===== src/rtl/zero_byte_unpacker.sv =====
// Zero-byte decompressor: expands up to 32 packed nonzero bytes into a 32-byte word
// under control of a 32-bit bitmap, one output byte per cycle.
module zero_byte_unpacker #(
  parameter bit CHECK_ZERO = 1'b1
) (
  input  logic         clk,
  input  logic         reset,
  input  logic         start,
  input  logic [255:0] packed_bytes,
  input  logic [31:0]  packed_meta,
  output logic [255:0] unpacked,
  output logic [5:0]   nz_count,
  output logic         busy,
  output logic         done,
  output logic         err
);

  localparam int unsigned NB = 32;
  localparam int unsigned DW = 8 * NB;

  localparam logic [1:0] ST_IDLE   = 2'd0;
  localparam logic [1:0] ST_EXPAND = 2'd1;
  localparam logic [1:0] ST_DONE   = 2'd2;

  logic [1:0]    state_q, state_d;
  logic [4:0]    idx_q, idx_d;
  logic [4:0]    ptr_q, ptr_d;
  logic [5:0]    cnt_q, cnt_d;
  logic          err_acc_q, err_acc_d;
  logic [DW-1:0] work_q, work_d;
  logic [DW-1:0] cap_packed_q, cap_packed_d;
  logic [NB-1:0] cap_meta_q, cap_meta_d;
  logic [DW-1:0] unpacked_q, unpacked_d;
  logic [5:0]    nz_count_q, nz_count_d;
  logic          err_q, err_d;
  logic          busy_q, busy_d;
  logic          done_q, done_d;

  logic [7:0]    slot_sel;
  logic          meta_bit;
  logic [7:0]    byte_val;

  // Slot k lives at the MSB end: slot 0 is packed_bytes[255:248].
  always_comb begin
    slot_sel = 8'h00;
    for (int k = 0; k < 32; k++) begin
      if (ptr_q == 5'(k)) slot_sel = cap_packed_q[255 - 8*k -: 8];
    end
  end

  assign meta_bit = cap_meta_q[5'd31 - idx_q];
  assign byte_val = meta_bit ? slot_sel : 8'h00;

  // Next-state and datapath; work word shifts in bytes so byte 0 lands at the MSB end.
  always_comb begin
    state_d      = state_q;
    idx_d        = idx_q;
    ptr_d        = ptr_q;
    cnt_d        = cnt_q;
    err_acc_d    = err_acc_q;
    work_d       = work_q;
    cap_packed_d = cap_packed_q;
    cap_meta_d   = cap_meta_q;
    unpacked_d   = unpacked_q;
    nz_count_d   = nz_count_q;
    err_d        = err_q;

    case (state_q)
      ST_IDLE: begin
        if (start) begin
          cap_packed_d = packed_bytes;
          cap_meta_d   = packed_meta;
          idx_d        = 5'd0;
          ptr_d        = 5'd0;
          cnt_d        = 6'd0;
          err_acc_d    = 1'b0;
          work_d       = '0;
          state_d      = ST_EXPAND;
        end
      end
      ST_EXPAND: begin
        work_d = {work_q[DW-9:0], byte_val};
        if (meta_bit) begin
          ptr_d = 5'(ptr_q + 5'd1);
          cnt_d = 6'(cnt_q + 6'd1);
          if (CHECK_ZERO && (slot_sel == 8'h00)) err_acc_d = 1'b1;
        end
        idx_d = 5'(idx_q + 5'd1);
        if (idx_q == 5'd31) begin
          unpacked_d = work_d;
          nz_count_d = cnt_d;
          err_d      = err_acc_d;
          state_d    = ST_DONE;
        end
      end
      ST_DONE: state_d = ST_IDLE;
      default: state_d = ST_IDLE;
    endcase

    busy_d = (state_d != ST_IDLE);
    done_d = (state_d == ST_DONE);
  end

  always_ff @(posedge clk) begin
    if (reset) begin
      state_q      <= ST_IDLE;
      idx_q        <= '0;
      ptr_q        <= '0;
      cnt_q        <= '0;
      err_acc_q    <= 1'b0;
      work_q       <= '0;
      cap_packed_q <= '0;
      cap_meta_q   <= '0;
      unpacked_q   <= '0;
      nz_count_q   <= '0;
      err_q        <= 1'b0;
      busy_q       <= 1'b0;
      done_q       <= 1'b0;
    end else begin
      state_q      <= state_d;
      idx_q        <= idx_d;
      ptr_q        <= ptr_d;
      cnt_q        <= cnt_d;
      err_acc_q    <= err_acc_d;
      work_q       <= work_d;
      cap_packed_q <= cap_packed_d;
      cap_meta_q   <= cap_meta_d;
      unpacked_q   <= unpacked_d;
      nz_count_q   <= nz_count_d;
      err_q        <= err_d;
      busy_q       <= busy_d;
      done_q       <= done_d;
    end
  end

  assign unpacked = unpacked_q;
  assign nz_count = nz_count_q;
  assign busy     = busy_q;
  assign done     = done_q;
  assign err      = err_q;

endmodule


===== config.mk =====
export PLATFORM = sky130hd
export DESIGN_NAME = zero_byte_unpacker
export DESIGN_NICKNAME = d
export VERILOG_FILES = /design/src/rtl/zero_byte_unpacker.sv
export SDC_FILE = /design/constraint.sdc
export NUM_CORES = 2
export LEC_CHECK = 0
export CORE_MARGIN = 5
export CORE_UTILIZATION = 40
export CTS_BUF_LIST = sky130_fd_sc_hd__clkbuf_4 sky130_fd_sc_hd__clkbuf_8 sky130_fd_sc_hd__clkbuf_16
export DETAILED_ROUTE_END_ITERATION = 16
export SYNTH_ARGS = -nofsm -noshare
export SYNTH_HDL_FRONTEND = slang
export SYNTH_SLANG_ARGS = --single-unit

===== constraint.sdc =====
create_clock -name clk -period 4.3 [get_ports clk]
set_input_delay 0.645 -clock clk [delete_from_list [all_inputs] [get_ports clk]]
set_output_delay 0.645 -clock clk [all_outputs]
set_load 0.02 [all_outputs]

==> run_results.csv <==
group,metric,value,unit
sta,max_slew.worst_pin.slew,1.10,ns
detailed_routing,detail_route.wirelength,114000,µm
run,max-cap-violations,0,
clock_network,path_clk_slew,0.06,ns
clock_network,holdBufCountCts,0,
placed_design,gp_congestion,0.933,
synthesis,synth.top_cells.by_area,"dfxtp_1 (52%), nand2_1 (14%), a21oi_1 (9.7%), a22oi_1 (6.1%), nor2_1 (4.0%)",
sta,skew,0.0402,ns
floorplanning,start_util,40.2,%
power,finalPower,16.8,mW
cells_and_area,syn_to_final_growth,30.3,%
detailed_routing,drt-pass1-iter-count,7,
global_routing,grt_max_degree,197,
synthesis,yosys.area_share.simple,21.7,%
detailed_routing,total_via_count_after_detailed_routing,29500,
clock_network,clock_sink_count,820,
critical_path,crit_fanout,11,
floorplanning,floorplan.io_pins,556,
synthesis,synth_mux_area_share,0.853,%
global_routing,grt_most_used_layer,"met2",
clock_network,post_cts_gate_resize_count,0,
global_routing,track_usage,25.5,%
global_routing,grt.met2_usage,41.0,%
floorplanning,chipWidth,291,µm
global_routing,grt_pass1_wl,172000,µm
power,static-leakage-power,14.4,nW
clock_network,cts.root.buffer_cell,"clkbuf_16",
cells_and_area,area.sequential,16400,µm²
placed_design,port_buffers,555,
sta,post-route-min-period,4.06,ns
floorplanning,die_height,291,µm
detailed_routing,dr.first_iter.drc_count,2452,
synthesis,post_synth_instance_area,31700,µm²
critical_path,worst-endpoint-required,4.87,ns
synthesis,postSynth.asyncResetShare,0,%
placed_design,final_hpwl_from_detailed_placement,82300,µm
critical_path,critical_path_class,"flop to flop",
synthesis,synth_xor_area_share,0.194,%
synthesis,synth_seq_area_share,51.8,%
cells_and_area,multi_input_area,14000,µm²
sta,report.final.hold_viol_count,0,
synthesis,synth_top_area_cell,"dfxtp_1",
synthesis,synthMostInstantiatedCell,"nand2_1",
cells_and_area,layout.cells.non_filler,5467,
sta,min_period_over_period,94.3,%
sta,drv_slew,0,
synthesis,synth_compound_area_share,20.8,%
clock_network,worst_skew_pair.late_latency,0.64,ns
synthesis,synthesis.nets,4250,
cells_and_area,drive_gt1_share,6.48,%
synthesis,ys_top_cells_by_count,"nand2_1 (1140), dfxtp_1 (820), a21oi_1 (612)",
detailed_routing,viasPerCell,5.39,
floorplanning,floorplan.die_area,84900,µm²
synthesis,number_of_flip_flops_and_latches_in_the_synthesized_netlist,820,
synthesis,synthDominantCellAreaShare,51.8,%
critical_path,timing.critical_path.from_type,"flop",
synthesis,synth.avg_cell_area,8.02,µm²
synthesis,synth_warn,0,
critical_path,cp.arrival,4.63,ns
sta,setup_viol,0,
cells_and_area,fillerInstances,7663,
floorplanning,floorplan.core_area,78700,µm²
worst_hold_path,timing.hold.worst.class,"flop to flop",
clock_network,cts_tree,"built",
cells_and_area,final_net_count,4643,
detailed_routing,wire_per_inst,20.9,µm
global_routing,grtUsageMet3,4.60,%
synthesis,netlist-cell-type-count,80,
global_routing,first_global_vias,27800,
placed_design,place.detailed.instances,5303,
sta,slew_headroom,26.4,%
synthesis,synth_ff_type,"dfxtp_1",
synthesis,synth_enable_flop_cells,0,
detailed_routing,detail-route-antenna-nets,0,
global_routing,antenna_found_initial,3,
sta,achievable-frequency,247,MHz
global_routing,global_route.usage.met1,35.4,%
synthesis,synth_top_family_by_area,"simple AND/OR/NAND/NOR gates",
detailed_routing,post-route-drc-count,0,
clock_network,h_tree_depth,3,
critical_path,endpoint_kind,"flop",
power,power_density,407,nW/µm²
synthesis,synth_fa_ha_area_share,0.355,%
synthesis,post_synth_inst_count,3950,
clock_network,postCtsSetupRepairBufs,0,
sta,rsz0062_at_grt,"false",
clock_network,cts_made_buffers,88,
run_status,outcome,"finished, final reports clean",
clock_network,clock_tree.buffer_depth,3,
power,vdd.ir_drop.worst,0.374,mV
sta,fin_setup_tns,0,ns
global_routing,globalRouteOverflowTotal,0,
floorplanning,num_rows,103,
==> area by class of cell <==
type | instances | area share, %
Sequential cell | 820 | 39.8
Multi-Input combinational cell | 2782 | 33.8
Timing Repair Buffer | 639 | 15.6
Clock buffer | 130 | 6.52
Tap cell | 1050 | 3.18
Clock inverter | 33 | 0.961
Inverter | 12 | 0.109
Antenna cell | 1 | 0.00606
==> power breakdown <==
| part | switching, mW | internal, mW | total (mW) |
|---|---|---|---|
| Sequential | 0.150 | 7.75 | 7.90 |
| Combinational | 0.582 | 0.429 | 1.01 |
| Clock | 3.20 | 4.68 | 7.87 |
==> critical path: stages, from the launching register on <==
cell and delay, ns:
dfxtp_1 0.43, ha_2 0.41, or4bb_1 0.69, o211ai_1 0.21
nor3_1 0.13, a2111oi_0 0.68, o2111ai_1 0.36, a21oi_1 0.19
or4b_1 0.44, and4b_1 0.30, a32o_1 0.14
==> metrics by stage <==
stage / util, % / instance area, µm² / setup slack, ns / hold slack, ns
detailed placement: 48.5 / 38200 / 0.372 / 0.445
CTS: 52.4 / 41300 / 0.359 / 0.453
floorplan: - / 31700 / 0.752 / 0.431
global placement: 48.5 / 38200 / 0.408 / 0.438
global route: 52.4 / 41300 / 0.134 / 0.468
finish: 52.4 / 41300 / 0.244 / 0.450
==> routing by layer <==
metal,up-vias,share of wire (%)
met5,-,0.040
met4,6,2.6
met3,180,6.3
met2,944,46
met1,14000,45
li1,14300,-
==> flip-flops by register name (all words and copies together) (netlist names) <==
| name | cells |
|---|---|
| cap_packed_q | 256 |
| unpacked | 256 |
| work_q | 248 |
| cap_meta_q | 32 |
| cnt_q | 6 |
| nz_count | 6 |
| idx_q | 5 |
| ptr_q | 5 |
| state_q | 2 |
| busy | 1 |
| done | 1 |
| err | 1 |
| err_acc_q | 1 |
==> final timing paths <==
kind	start	endpoint	slack, ns	cells past startpoint
worst max-delay path	ptr_q[0]	err_acc_q	0.24	10
worst min-delay path	unpacked[7]	unpacked[7]	0.45	2
worst max register to register	ptr_q[0]	err_acc_q	0.24	10
worst min register to register	unpacked[7]	unpacked[7]	0.45	2
==> cell usage in the layout (no fill, tap or decap), drive strengths merged, types with 6 or more instances in the layout <==
cell type	netlist	routed
a22oi	257	257
nor3	16	16
nor3b	7	7
nor2	337	337
a21o	8	8
nand2	1140	1140
nor2b	14	14
o2111ai	9	9
inv	11	15
a31oi	15	15
nand3b	9	9
clkbuf	298	130
clkinv	1	25
buf	38	85
a2111oi	7	7
and2	7	7
a21oi	612	612
a211oi	16	16
nand4bb	7	7
clkdlybuf4s50	0	554
a221oi	6	6
nand4	9	9
o22ai	21	21
dfxtp	820	820
and4b	14	14
ha	9	9
mux4	10	10
o211ai	12	12
and3	10	10
nand3	25	25
o21ai	64	64
nor4	12	12
or3b	6	6
nand4b	10	10
nand2b	14	14
a221o	9	9
o21a	7	7
==> logic make-up after synthesis <==
logic type	Yosys count
buf+inv	348
compound gates	1091
mux	14
xor+xnor	7
simple gates	1661
fa+ha+maj	9
flops	820
(Power assumes the default switching activity.)
